[src/rtl/pcie_turnoff_init.sv]
// Root-port initiator for the PME_Turn_Off / PME_TO_Ack handshake: drains outstanding
// traffic, strobes the core, waits for the ack with timeout/retry, reports done or error.
module pcie_turnoff_init #(
  parameter int unsigned                TMO_W     = 20,
  parameter logic [TMO_W-1:0]           TMO_VAL   = 20'd1000000,
  parameter int unsigned                RETRY_W   = 2,
  parameter logic [RETRY_W-1:0]         MAX_RETRY = 2'd3
) (
  input  logic               clk,
  input  logic               rst_n,
  input  logic               turnoff_req_i,
  input  logic               trn_pending_i,
  output logic               cfg_pm_send_pme_to_n_o,
  input  logic               cfg_msg_pme_to_ack_i,
  output logic               turnoff_busy_o,
  output logic               turnoff_done_o,
  output logic               turnoff_err_o,
  output logic [RETRY_W-1:0] retry_cnt_o
);

  typedef enum logic [2:0] {
    S_IDLE,
    S_DRAIN,
    S_SEND,
    S_WAIT,
    S_DONE,
    S_ERR
  } state_t;

  localparam logic [TMO_W-1:0] TMO_LAST = TMO_VAL - 1'b1;

  state_t             state_reg, state_next;
  logic [TMO_W-1:0]   timer_reg, timer_next;
  logic [RETRY_W-1:0] retry_reg, retry_next;
  logic               send_n_reg, send_n_next;
  logic               busy_reg, busy_next;
  logic               done_reg, done_next;
  logic               err_reg, err_next;

  always_ff @(posedge clk or negedge rst_n) begin
    if (!rst_n) begin
      state_reg  <= S_IDLE;
      timer_reg  <= '0;
      retry_reg  <= '0;
      send_n_reg <= 1'b1;
      busy_reg   <= 1'b0;
      done_reg   <= 1'b0;
      err_reg    <= 1'b0;
    end else begin
      state_reg  <= state_next;
      timer_reg  <= timer_next;
      retry_reg  <= retry_next;
      send_n_reg <= send_n_next;
      busy_reg   <= busy_next;
      done_reg   <= done_next;
      err_reg    <= err_next;
    end
  end

  always_comb begin
    state_next = state_reg;
    timer_next = timer_reg;
    retry_next = retry_reg;
    case (state_reg)
      S_IDLE: begin
        if (turnoff_req_i) begin
          state_next = S_DRAIN;
          retry_next = '0;
        end
      end
      S_DRAIN: begin
        if (!trn_pending_i) state_next = S_SEND;
      end
      S_SEND: begin
        timer_next = '0;
        state_next = S_WAIT;
      end
      S_WAIT: begin
        timer_next = timer_reg + 1'b1;
        // Ack takes priority over a timeout landing in the same cycle
        if (cfg_msg_pme_to_ack_i) begin
          state_next = S_DONE;
        end else if (timer_reg == TMO_LAST) begin
          if (retry_reg == MAX_RETRY) begin
            state_next = S_ERR;
          end else begin
            retry_next = retry_reg + 1'b1;
            state_next = S_SEND;
          end
        end
      end
      S_DONE, S_ERR: begin
        if (!turnoff_req_i) state_next = S_IDLE;
      end
      default: state_next = S_IDLE;
    endcase

    // Outputs are decoded from the next state so they register alongside it
    send_n_next = (state_next != S_SEND);
    busy_next   = (state_next == S_DRAIN) || (state_next == S_SEND) || (state_next == S_WAIT);
    done_next   = (state_next == S_DONE);
    err_next    = (state_next == S_ERR);
  end

  assign cfg_pm_send_pme_to_n_o = send_n_reg;
  assign turnoff_busy_o         = busy_reg;
  assign turnoff_done_o         = done_reg;
  assign turnoff_err_o          = err_reg;
  assign retry_cnt_o            = retry_reg;

endmodule

[config.mk]
export PLATFORM = sky130hd
export DESIGN_NAME = pcie_turnoff_init
export DESIGN_NICKNAME = d
export VERILOG_FILES = /design/src/rtl/pcie_turnoff_init.sv
export SDC_FILE = /design/constraint.sdc
export NUM_CORES = 1
export LEC_CHECK = 0
export ABC_AREA = 1
export ABC_CLOCK_PERIOD_IN_PS = 3650
export CAP_MARGIN = 10
export CELL_PAD_IN_SITES_DETAIL_PLACEMENT = 2
export CELL_PAD_IN_SITES_GLOBAL_PLACEMENT = 2
export CORE_ASPECT_RATIO = 1.1
export CORE_UTILIZATION = 37
export DETAILED_ROUTE_END_ITERATION = 8
export GPL_TIMING_DRIVEN = 1
export PLACE_DENSITY_LB_ADDON = 0.1
export SETUP_SLACK_MARGIN = 0.3
export SYNTH_ARGS = -nofsm -noshare
export SYNTH_HDL_FRONTEND = slang
export SYNTH_SLANG_ARGS = --single-unit
[constraint.sdc]
create_clock -name clk -period 3.65 [get_ports clk]
set_input_delay 0.73 -clock clk [delete_from_list [all_inputs] [get_ports clk]]
set_output_delay 0.73 -clock clk [all_outputs]
set_load 0.02 [all_outputs]
==> summary.md, run 1 <==
| Metric | Value |
|---|---|
| Status | `complete, no violations` |
| Net Count, Synth | `231` |
| Crit path max fanout | `1` |
| Final wirelength | `roughly 5500 um` |
| Hpwl dp | `4180 um` |
| Area of the die | `around 0.005 sq mm` |
| Initial drt markers | `78` |
| Warnings, synthesis | `0` |
| Worst min path class | `reg -> reg` |
| Fill cell count | `just over 500` |
| CTS Buffer Depth | `2` |
| Sequential power share | `a little under two fifths` |
| PortBufs | `10` |
| Cell count after synthesis | `roughly 220` |
| CTS clk-pin slew, worst paths | `around 0.060 ns` |
| Comb power frac | `a little under two fifths` |
| Post-synthesis instance area | `0.00170 sq mm` |
| DR vias/cell | `between 5 and 6` |
| Synth cell types | `33` |
| Final net count | `around 250` |
| Total congestion overflow | `0` |
| Insertion delay to the later sink of the worst-skew pair | `0.29 ns` |
| CP startpoint kind | `flop` |
| Final Critical Period | `about 2.1 ns` |
| Setup TNS | `0 ns` |
| # DRC | `0` |
| P&R area growth vs syn | `14.9%` |
| DR WL/cell | `18.5 um` |
| Final Setup Violations | `0` |
| Peak supply drop | `just under 0.0004 V` |
| Leak pwr | `between 0.9 and 1 nW` |
| Share of cells above drive strength 1 | `11.6%` |
| Via count | `1630` |
| Sequential share of the synthesized area | `42.8%` |
| Post-CTS setup-driven buffer insertion count | `0` |
| Max reg flops | `20` |
| Largest net degree at the start of global routing | `21` |
| Number of global-route vias before repair | `approximately 1900` |
| Routed Antenna Nets | `0` |
| IO Pins | `11` |
| Power per cell area | `between 500 and 600 mW/mm^2` |
| #FFs+latches synth | `29` |
| Htree depth | `2` |
| Family with the most delay on the worst path | `buffers and inverters` |
| Worst Max-Slew Pin Slew | `roughly 0.96 ns` |
| Worst Path Required | `2.92 ns` |
| Resized Gates After CTS | `0` |
| Final clock skew | `0.00568 ns` |
| Clock Sinks | `29` |
| Most frequent cells in the layout | `57 x nand2_1, 28 x dfrtp_1, 27 x inv_1, 23 x nor2_1` |
| Initial antenna violation count | `0` |
| Routability cong. | `between 0.8 and 0.9` |
| TritonCTS Buffers | `5` |
| Period utilisation layout | `~58%` |
| CORE AREA | `~0.0043 sq mm` |
| First-pass GRT wire length | `between 8000 and 9000 um` |
| Die height | `between 70 and 80 um` |
| Clock share of power | `between 20% and 30%` |
| Ant. Diodes | `0` |
| Root Buffer | `clkbuf_8` |
| Most common cell after layout, fill and taps aside | `nand2_1` |
| Final hold slack | `around 0.52 ns` |
| Buf/Inv on CP | `1` |
| # rows | `25` |
| Synthesized area per cell | `approximately 7.6 sq um` |
| Starting density of the core | `about two fifths` |
| Final Hold Viols | `0` |
| CTS tree | `built` |
| Fin. max-slew vios | `0` |
| Overall Global Routing Usage | `between 20 and 30%` |
| Slowest cell on crit path | `clkdlybuf4s50_1` |
| Sw Share | `a little over two fifths` |
| Relative slew slack | `a little over a third` |
| DR pass1 iterations | `4` |
| CP Data Arrival Time | `between 1 and 1.5 ns` |
| FMAX | `0.470 GHz` |
| Net switching power | `roughly 0.00045 W` |
| Critical Path Max Stage Delay | `0.59 ns` |
| Die outline width | `about 67 um` |
| Number of max-cap violations | `0` |
| Worst Path Class, Setup | `reg -> out` |
| Cell Chain, Critical Path | `clkdlybuf4s50_1` |
| Crit. End Element | `primary output` |
| Pint | `0.000628 W` |
| Unrepaired setup endpoints after global routing | `no` |
| Cts hold-fix bufs | `0` |
==> synthesized netlist by cell type <==
cell | n | share of area (%)
a211oi_1 | 1 | 0.44
a21o_1 | 1 | 0.44
a21oi_1 | 11 | 3.2
a21oi_2 | 1 | 0.52
a22o_1 | 1 | 0.52
a2bb2oi_1 | 2 | 1.0
a31oi_1 | 3 | 1.1
buf_2 | 1 | 0.29
dfrtp_1 | 28 | 41
dfstp_2 | 1 | 1.5
ha_1 | 2 | 1.5
inv_1 | 27 | 6.0
inv_2 | 5 | 1.1
inv_4 | 1 | 0.37
inv_6 | 1 | 0.52
nand2_1 | 57 | 13
nand2_2 | 3 | 1.1
nand2_4 | 1 | 0.66
nand3_1 | 9 | 2.7
nand3_2 | 1 | 0.59
nand4_1 | 9 | 3.3
nor2_1 | 23 | 5.1
nor2_2 | 2 | 0.74
nor2_8 | 3 | 3.5
nor3_1 | 11 | 3.2
nor3_2 | 1 | 0.59
nor3b_1 | 1 | 0.44
nor4_1 | 2 | 0.74
o21ai_0 | 8 | 2.4
o21ai_1 | 4 | 1.2
o22ai_1 | 1 | 0.37
or2_0 | 1 | 0.37
xor2_1 | 1 | 0.52
==> cell families after synthesis <==
group | synth area share, %
DFF | 42.8
adders and majority gates | 1.47
AOI/OAI and AO/OA | 11.2
and+or+nand+nor | 35.7
buffers and inverters | 8.26
xor gates and xnor gates | 0.516
==> power by group through the flow <==
stage / registers, W / logic (W) / clock network, W
detailed placement: 0.000411 / 0.000419 / 0
floorplan: 0.000423 / 0.000264 / 0
CTS: 0.000405 / 0.000423 / 0.000265
finish: 0.000404 / 0.000414 / 0.000259
global route: 0.000409 / 0.000458 / 0.000277
global placement: 0.000408 / 0.000384 / 0
==> final cells by class <==
class | instances | area [sq um] | share of cell area [%]
Clock inverter | 2 | 10.0 | 0.513
Sequential cell | 29 | 727 | 37.3
Clock buffer | 6 | 72.6 | 3.72
Multi-Input combinational cell | 160 | 830 | 42.6
Timing Repair Buffer | 11 | 108 | 5.52
Inverter | 34 | 135 | 6.93
Tap cell | 54 | 67.6 | 3.47
==> per-stage QoR <==
step | worst slack [ns] | instances | util [%] | area, sq um | total power, W
6_report | 1.52 | 296 | 44.8 | 1950 | 0.00108
5_1_grt | 1.49 | 296 | 44.8 | 1950 | 0.00114
4_1_cts | 1.51 | 296 | 44.8 | 1950 | 0.00109
3_5_place_dp | 1.59 | 288 | 42.9 | 1870 | 0.000830
3_3_place_gp | 1.65 | 288 | 42.9 | 1870 | 0.000792
2_1_floorplan | 2.20 | 224 | - | 1700 | 0.000686
==> worst paths after layout <==
path                                                       start  slack (ns)  depth (start not counted)                   endpoint
worst max-delay path            cfg_pm_send_pme_to_n_o$_DFF_PN1_        1.52                          1     cfg_pm_send_pme_to_n_o
worst min-delay path                   timer_reg[16]$_DFFE_PN0P_        0.52                          1  timer_reg[16]$_DFFE_PN0P_
worst max register to register            state_reg[1]$_DFF_PN0_        1.74                          8   turnoff_busy_o$_DFF_PN0_
worst min register to register         timer_reg[16]$_DFFE_PN0P_        0.52                          1  timer_reg[16]$_DFFE_PN0P_
max in group asynchronous                                  rst_n        1.98                          2   timer_reg[3]$_DFFE_PN0P_
min in group asynchronous                                  rst_n        0.98                          1   timer_reg[7]$_DFFE_PN0P_
==> routing by layer <==
metal  global-route usage (%)  up-vias  wire length [um]
li1                         -      768                 -
met1                     27.3      825              2210
met2                     48.3       23              3010
met3                     4.84       14               123
met4                     10.9        0               136
met5                        0        -                 0
(Power assumes the default switching activity.)
==> run 2: changes to the inputs <==
ABC_CLOCK_PERIOD_IN_PS = 1950   (was 3650)
CORE_UTILIZATION = 31   (was 37)
clock period = 1.95 ns   (was 3.65 ns; I/O delays follow)
==> summary.md, run 2 (synthesis results as in run 1) <==
| Metric | Value |
|---|---|
| Most common cell after layout, fill and taps aside | `nand2_1` |
| Status | `complete, no violations` |
| Overall Global Routing Usage | `21.4%` |
| Routed Antenna Nets | `0` |
| Power per cell area | `1020 mW/mm^2` |
| Die outline width | `72.5 um` |
| Worst Max-Slew Pin Slew | `about 0.56 ns` |
| Crit. End Element | `primary output` |
| FMAX | `about 0.63 GHz` |
| Worst Path Required | `around 1.6 ns` |
| CTS tree | `built` |
| Initial antenna violation count | `0` |
| Die height | `~80 um` |
| Relative slew slack | `between 60% and 70%` |
| TritonCTS Buffers | `5` |
| Family with the most delay on the worst path | `buffers and inverters` |
| Routability cong. | `between 0.8 and 0.9` |
| Final clock skew | `roughly 0.004 ns` |
| Peak supply drop | `0.000508 V` |
| Fin. max-slew vios | `0` |
| Unrepaired setup endpoints after global routing | `yes` |
| Area of the die | `around 0.0058 sq mm` |
| Share of cells above drive strength 1 | `23.7%` |
| P&R area growth vs syn | `26.9%` |
| Insertion delay to the later sink of the worst-skew pair | `around 0.28 ns` |
| CTS Buffer Depth | `2` |
| Final net count | `roughly 260` |
| Largest net degree at the start of global routing | `30` |
| IO Pins | `11` |
| Final Setup Violations | `0` |
| Buf/Inv on CP | `1` |
| R2R Setup Slk | `about 0.4 ns` |
| CP Data Arrival Time | `1.20 ns` |
| CP startpoint kind | `flop` |
| Worst Slack Setup Final | `0.362 ns` |
| # DRC | `0` |
| First-pass GRT wire length | `approximately 9000 um` |
| Ant. Diodes | `0` |
| Starting density of the core | `between 30% and 40%` |
| Setup TNS | `0 ns` |
| PortBufs | `10` |
| DR WL/cell | `17.1 um` |
| Clock Sinks | `29` |
| CORE AREA | `approximately 0.005 sq mm` |
| Initial drt markers | `53` |
| Number of max-cap violations | `0` |
| DR pass1 iterations | `2` |
| Hpwl dp | `approximately 4100 um` |
| DR vias/cell | `5.07` |
| Leak pwr | `about 1.0 nW` |
| Final wirelength | `between 5000 and 6000 um` |
| Place WS | `0.191 ns` |
| Total power | `about 0.0022 W` |
| Final hold slack | `0.510 ns` |
| Critical Path Max Stage Delay | `approximately 0.60 ns` |
| Worst min path class | `in -> async` |
| Crit path max fanout | `1` |
| Final Hold Viols | `0` |
| Total congestion overflow | `0` |
| Cell Chain, Critical Path | `clkdlybuf4s50_1` |
| Final Util | `about two fifths` |
| Slowest cell on crit path | `clkdlybuf4s50_1` |
| Worst Path Class, Setup | `reg -> out` |
| Period utilisation layout | `81.5%` |
| Final Critical Period | `between 1.5 and 2 ns` |
| CTS clk-pin slew, worst paths | `0.06 ns` |
| Max reg flops | `20` |
| Htree depth | `2` |
| Fill cell count | `about 610` |
| # rows | `27` |
| Via count | `1649` |
| Number of global-route vias before repair | `around 1800` |
| Root Buffer | `clkbuf_8` |
| Most frequent cells in the layout | `53 x nand2_1, 27 x inv_1, 21 x dfrtp_1, 17 x nor2_1, 12 x buf_4` |
==> run 2: cell types whose count changed in the layout (fill, tap and decap cells not counted), moves of 4 or more <==
cell | before | now
buf_4 | 1 | 12
dfrtp_1 | 28 | 21
dfrtp_2 | 0 | 7
nor2_1 | 23 | 17
nand2_1 | 57 | 53
==> run 2: per-stage QoR <==
step | instances | instance area, sq um
global route | 325 | 2150
finish | 325 | 2150
detailed placement | 309 | 1910
CTS | 320 | 2030
floorplan | 224 | 1700
global placement | 309 | 1910
==> run 2: metal layers <==
| metal | wire, um | GRT usage [%] | up-vias |
|---|---|---|---|
| li1 | - | - | 786 |
| met1 | 2430 | 24.9 | 848 |
| met2 | 2980 | 40.5 | 10 |
| met3 | 85 | 3.03 | 5 |
| met4 | 57 | 5.29 | 0 |
| met5 | 0 | 0 | - |
==> run 2: final cells by class <==
| cell class | instances | area (sq um) | area share, % |
|---|---|---|---|
| Multi-Input combinational cell | 160 | 926 | 43.0 |
| Sequential cell | 29 | 736 | 34.2 |
| Tap cell | 72 | 90.1 | 4.18 |
| Inverter | 34 | 135 | 6.28 |
| Clock buffer | 8 | 80.1 | 3.72 |
| Timing Repair Buffer | 22 | 186 | 8.66 |
==> run 2: final timing paths <==
path / startpoint / endpoint / cells past startpoint
hold reg to reg: timer_reg[16]$_DFFE_PN0P_ / timer_reg[16]$_DFFE_PN0P_ / 1
hold / removal: rst_n / timer_reg[7]$_DFFE_PN0P_ / 2
setup / recovery: turnoff_done_o$_DFF_PN0_ / turnoff_done_o / 1
max in group asynchronous: rst_n / cfg_pm_send_pme_to_n_o$_DFF_PN1_ / 2
setup reg to reg: state_reg[1]$_DFF_PN0_ / timer_reg[10]$_DFFE_PN0P_ / 6
min in group clk: timer_reg[16]$_DFFE_PN0P_ / timer_reg[16]$_DFFE_PN0P_ / 1
==> run 2: repair_timing <==
| action | in CTS | in global routing |
|---|---|---|
| pin swaps | 1 | 4 |
| setup buffers | 3 | 5 |
| resized for setup | 8 | 26 |
| setup endpoints to repair | 13 | 14 |
| endpoints found under the hold margin | 0 | 0 |
| hold buffers | 0 | 0 |
==> run 2: report_power, final <==
part	switching, W	internal, W
Clock	0.000227	0.000253
Sequential	0.0000858	0.000693
Combinational	0.000586	0.000341
==> run 3: changes to the inputs <==
ABC_CLOCK_PERIOD_IN_PS = 1300   (was 1950)
clock period = 1.3 ns   (was 1.95 ns; I/O delays follow)
==> summary.md, run 3 <==
| Metric | Value |
|---|---|
| Status | `aborted with a tool error` |
| Last step reached | `global routing (5_1_grt)` |
| Error | `[ERROR DPL-0033] detailed placement checks failed during check placement.` |
| #FFs+latches synth | `29` |
| Largest net degree at the start of global routing | `30` |
| Cell count after synthesis | `224` |
| Post-synth top area cell | `dfrtp_1` |
| Synth cell types | `33` |
| Synthesized area per cell | `7.57 sq um` |
| Main synth FF type | `dfrtp_1` |
| Top-count cell post-synth | `nand2_1` |
| Worst EP post-GRT repair | `turnoff_done_o$_DFF_PN0_/D` |
| PortBufs | `10` |
| Warnings, synthesis | `0` |
| Routability cong. | `0.851` |
| # rows | `27` |
| TritonCTS Buffers | `5` |
| IO Pins | `11` |
| EDFF count, synth | `0` |
| Synth top area cells | `dfrtp_1 41%, nand2_1 13%, inv_1 6.0%` |
| Root Buffer | `clkbuf_8` |
| Net Count, Synth | `roughly 230` |
| Worst endpoint type | `register data pin` |
| Clock Sinks | `29` |
| Placed cell areas | `between 0.002 and 0.0025 sq mm` |
| Ys async rst share | `100%` |
| Area share of the leading cell type in the synthesized netlist | `41.3%` |
| Starting density of the core | `33.0%` |
| Hpwl dp | `just over 5000 um` |
| Die outline width | `around 73 um` |
| Die height | `79.6 um` |
| CTS Buffer Depth | `2` |
| Initial antenna violation count | `0` |
| Htree depth | `2` |
| Sequential share of the synthesized area | `between 40% and 50%` |
| Synth cell count leaders | `57 x nand2_1, 28 x dfrtp_1, 27 x inv_1` |
| Post-synthesis instance area | `0.00170 sq mm` |
==> run 3: stage by stage <==
stage	utilization, %	setup TNS [ns]	instances	worst slack [ns]	hold WS [ns]
after global placement	46.5	-2.95	359	-0.204	0.505
after CTS	54.7	-3.62	380	-0.233	0.345
after detailed placement	46.5	-4.97	359	-0.327	0.540
after floorplan	-	-0.186	224	-0.0405	-0.0356
==> run 3: kinds of logic after synthesis <==
| group | synth area share [%] |
|---|---|
| simple gates | 35.7 |
| buf+inv | 8.26 |
| fa+ha+maj | 1.47 |
| compound gates | 11.2 |
| flops | 42.8 |
| xor+xnor | 0.516 |
==> run 3: repair_timing <==
action,in CTS
setup endpoints to repair,35
gates cloned,0
pin swaps,35
buffers inserted,13
resized for setup,109
hold buffers,0
hold endpoints to repair,0
==> run 4: changes to the inputs <==
ABC_CLOCK_PERIOD_IN_PS = 1700   (was 1300)
CELL_PAD_IN_SITES_DETAIL_PLACEMENT = unset   (was 2)
CELL_PAD_IN_SITES_GLOBAL_PLACEMENT = unset   (was 2)
CORE_ASPECT_RATIO = unset   (was 1.1)
CORE_UTILIZATION = 40   (was 31)
PLACE_DENSITY_LB_ADDON = 0.15   (was 0.1)
SETUP_SLACK_MARGIN = unset   (was 0.3)
clock period = 1.7 ns   (was 1.3 ns; I/O delays follow)
==> summary.md, run 4 (synthesis results as in run 1) <==
| Metric | Value |
|---|---|
| Status | `complete, no violations` |
| Cts hold-fix bufs | `0` |
| Routability cong. | `0.864` |
| Number of global-route vias before repair | `about 1400` |
| Buf/Inv on CP | `1` |
| Initial drt markers | `slightly below 70` |
| DR WL/cell | `12.6 um` |
| Final hold slack | `around 0.42 ns` |
| DR vias/cell | `5.12` |
| Placed cells | `between 200 and 300` |
| FMAX | `a little over 0.6 GHz` |
| Htree depth | `2` |
| Worst Path Required | `approximately 1.4 ns` |
| R2r endpoint | `turnoff_busy_o$_DFF_PN0_` |
| Reg2reg start | `timer_reg[0]$_DFFE_PN0P_` |
| Largest net degree at the start of global routing | `30` |
| CP Data Arrival Time | `1.28 ns` |
| Worst Max-Slew Pin Slew | `about 0.38 ns` |
| CTS tree | `built` |
| PortBufs | `10` |
| Period utilisation layout | `95.2%` |
| P&R area growth vs syn | `20.4%` |
| Share of cells above drive strength 1 | `between 15 and 20%` |
| DR pass1 iterations | `4` |
| Ant. Diodes | `0` |
| Family with the most delay on the worst path | `buffers and inverters` |
| Final clock skew | `0.00687 ns` |
| Post-route insts no fill | `roughly 300` |
| Clock Sinks | `29` |
| Critical Path Max Stage Delay | `around 0.62 ns` |
| Crit path max fanout | `4` |
| Insertion delay to the later sink of the worst-skew pair | `0.28 ns` |
| Power per cell area | `between 1000 and 1500 mW/mm^2` |
| Final Critical Period | `between 1.5 and 2 ns` |
| Crit. End Element | `primary output` |
| Slowest cell on crit path | `clkdlybuf4s50_1` |
| CP startpoint kind | `flop` |
| Die height | `between 60 and 70 um` |
| Max reg flops | `20` |
| CTS clk-pin slew, worst paths | `0.07 ns` |
| Routed Antenna Nets | `0` |
| First-pass GRT wire length | `about 6500 um` |
| Leak pwr | `0.983 nW` |
| Worst Path Class, Setup | `reg -> out` |
| Relative slew slack | `between 70% and 80%` |
| Overall Global Routing Usage | `between 10% and 20%` |
| Die outline width | `67.1 um` |
| TritonCTS Buffers | `5` |
| Area of the die | `~0.0045 sq mm` |
| Register-to-Register Path Depth | `10` |
| Fin. max-slew vios | `0` |
| CTS Buffer Depth | `2` |
| Hpwl dp | `roughly 2800 um` |
| Number of max-cap violations | `0` |
| Most frequent cells in the layout | `57 x nand2_1, 28 x dfrtp_1, 27 x inv_1, 21 x nor2_1, 11 x a21oi_1` |
| # rows | `23` |
| Total congestion overflow | `0` |
| CORE AREA | `~0.0040 sq mm` |
| R2R Setup Slk | `approximately 0.12 ns` |
| Final net count | `about 260` |
| Final wirelength | `3780 um` |
| Worst min path class | `in -> async` |
| Initial antenna violation count | `0` |
| Root Buffer | `clkbuf_8` |
| IO Pins | `11` |
| Final Setup Violations | `0` |
| Most common cell after layout, fill and taps aside | `nand2_1` |
| # DRC | `0` |
| Setup TNS | `0 ns` |
| Cell Chain, Critical Path | `clkdlybuf4s50_1` |
| Final Hold Viols | `0` |
| Via count | `approximately 1500` |
| Peak supply drop | `around 0.00083 V` |
| Starting density of the core | `between 40% and 50%` |
-- run 4: layer usage --
layer / vias to the layer above / wire length (um) / GRT usage, %
met3: 7 / 141 / 4.11
met1: 711 / 1790 / 26.4
met4: 0 / 64 / 7.98
met2: 29 / 1790 / 31.1
met5: - / 0 / 0
li1: 784 / - / -
-- run 4: area by class of cell --
type                    count  area [sq um]
fillers                   411          1990
multi-input cells         160           845
flip-flops and latches     29           727
repair buffers             18           171
inverters                  34           135
clock buffers               7          96.3
well taps                  50          62.6
clock inverters             1          5.00
-- run 4: worst max path at each step --
stage,startpoint,endpoint,cells past startpoint
6_report,retry_cnt_o[0]$_DFFE_PN0P_,retry_cnt_o[0],1
5_1_grt,timer_reg[0]$_DFFE_PN0P_,turnoff_busy_o$_DFF_PN0_,10
4_1_cts,retry_cnt_o[0]$_DFFE_PN0P_,retry_cnt_o[0],1
3_5_place_dp,timer_reg[0]$_DFFE_PN0P_,turnoff_busy_o$_DFF_PN0_,10
3_3_place_gp,timer_reg[1]$_DFFE_PN0P_,turnoff_busy_o$_DFF_PN0_,10
2_1_floorplan,timer_reg[1]$_DFFE_PN0P_,turnoff_busy_o$_DFF_PN0_,10
-- run 4: per-stage QoR --
| stage | area [sq um] | utilization (%) | power (W) | setup slack [ns] |
|---|---|---|---|---|
| 2_1_floorplan | 1700 | - | 0.00147 | 0.248 |
| 6_report | 2040 | 50.7 | 0.00237 | 0.0820 |
| 3_3_place_gp | 1930 | 47.8 | 0.00175 | 0.143 |
| 5_1_grt | 2040 | 50.7 | 0.00254 | -0.00769 |
| 4_1_cts | 2030 | 50.3 | 0.00239 | 0.0557 |
| 3_5_place_dp | 1930 | 47.8 | 0.00176 | 0.111 |
-- run 4: report_power, final --
| group | switching (W) | total (W) | leakage, nW | internal (W) |
|---|---|---|---|---|
| logic | 0.000559 | 0.000871 | 0.536 | 0.000313 |
| registers | 0.0000769 | 0.000867 | 0.393 | 0.000790 |
| clock network | 0.000265 | 0.000630 | 0.0542 | 0.000365 |
-- run 4: timing repair --
action,in CTS,in global routing
setup buffers,0,0
pin swaps,0,1
setup endpoints to repair,1,7
gates resized for setup,1,6
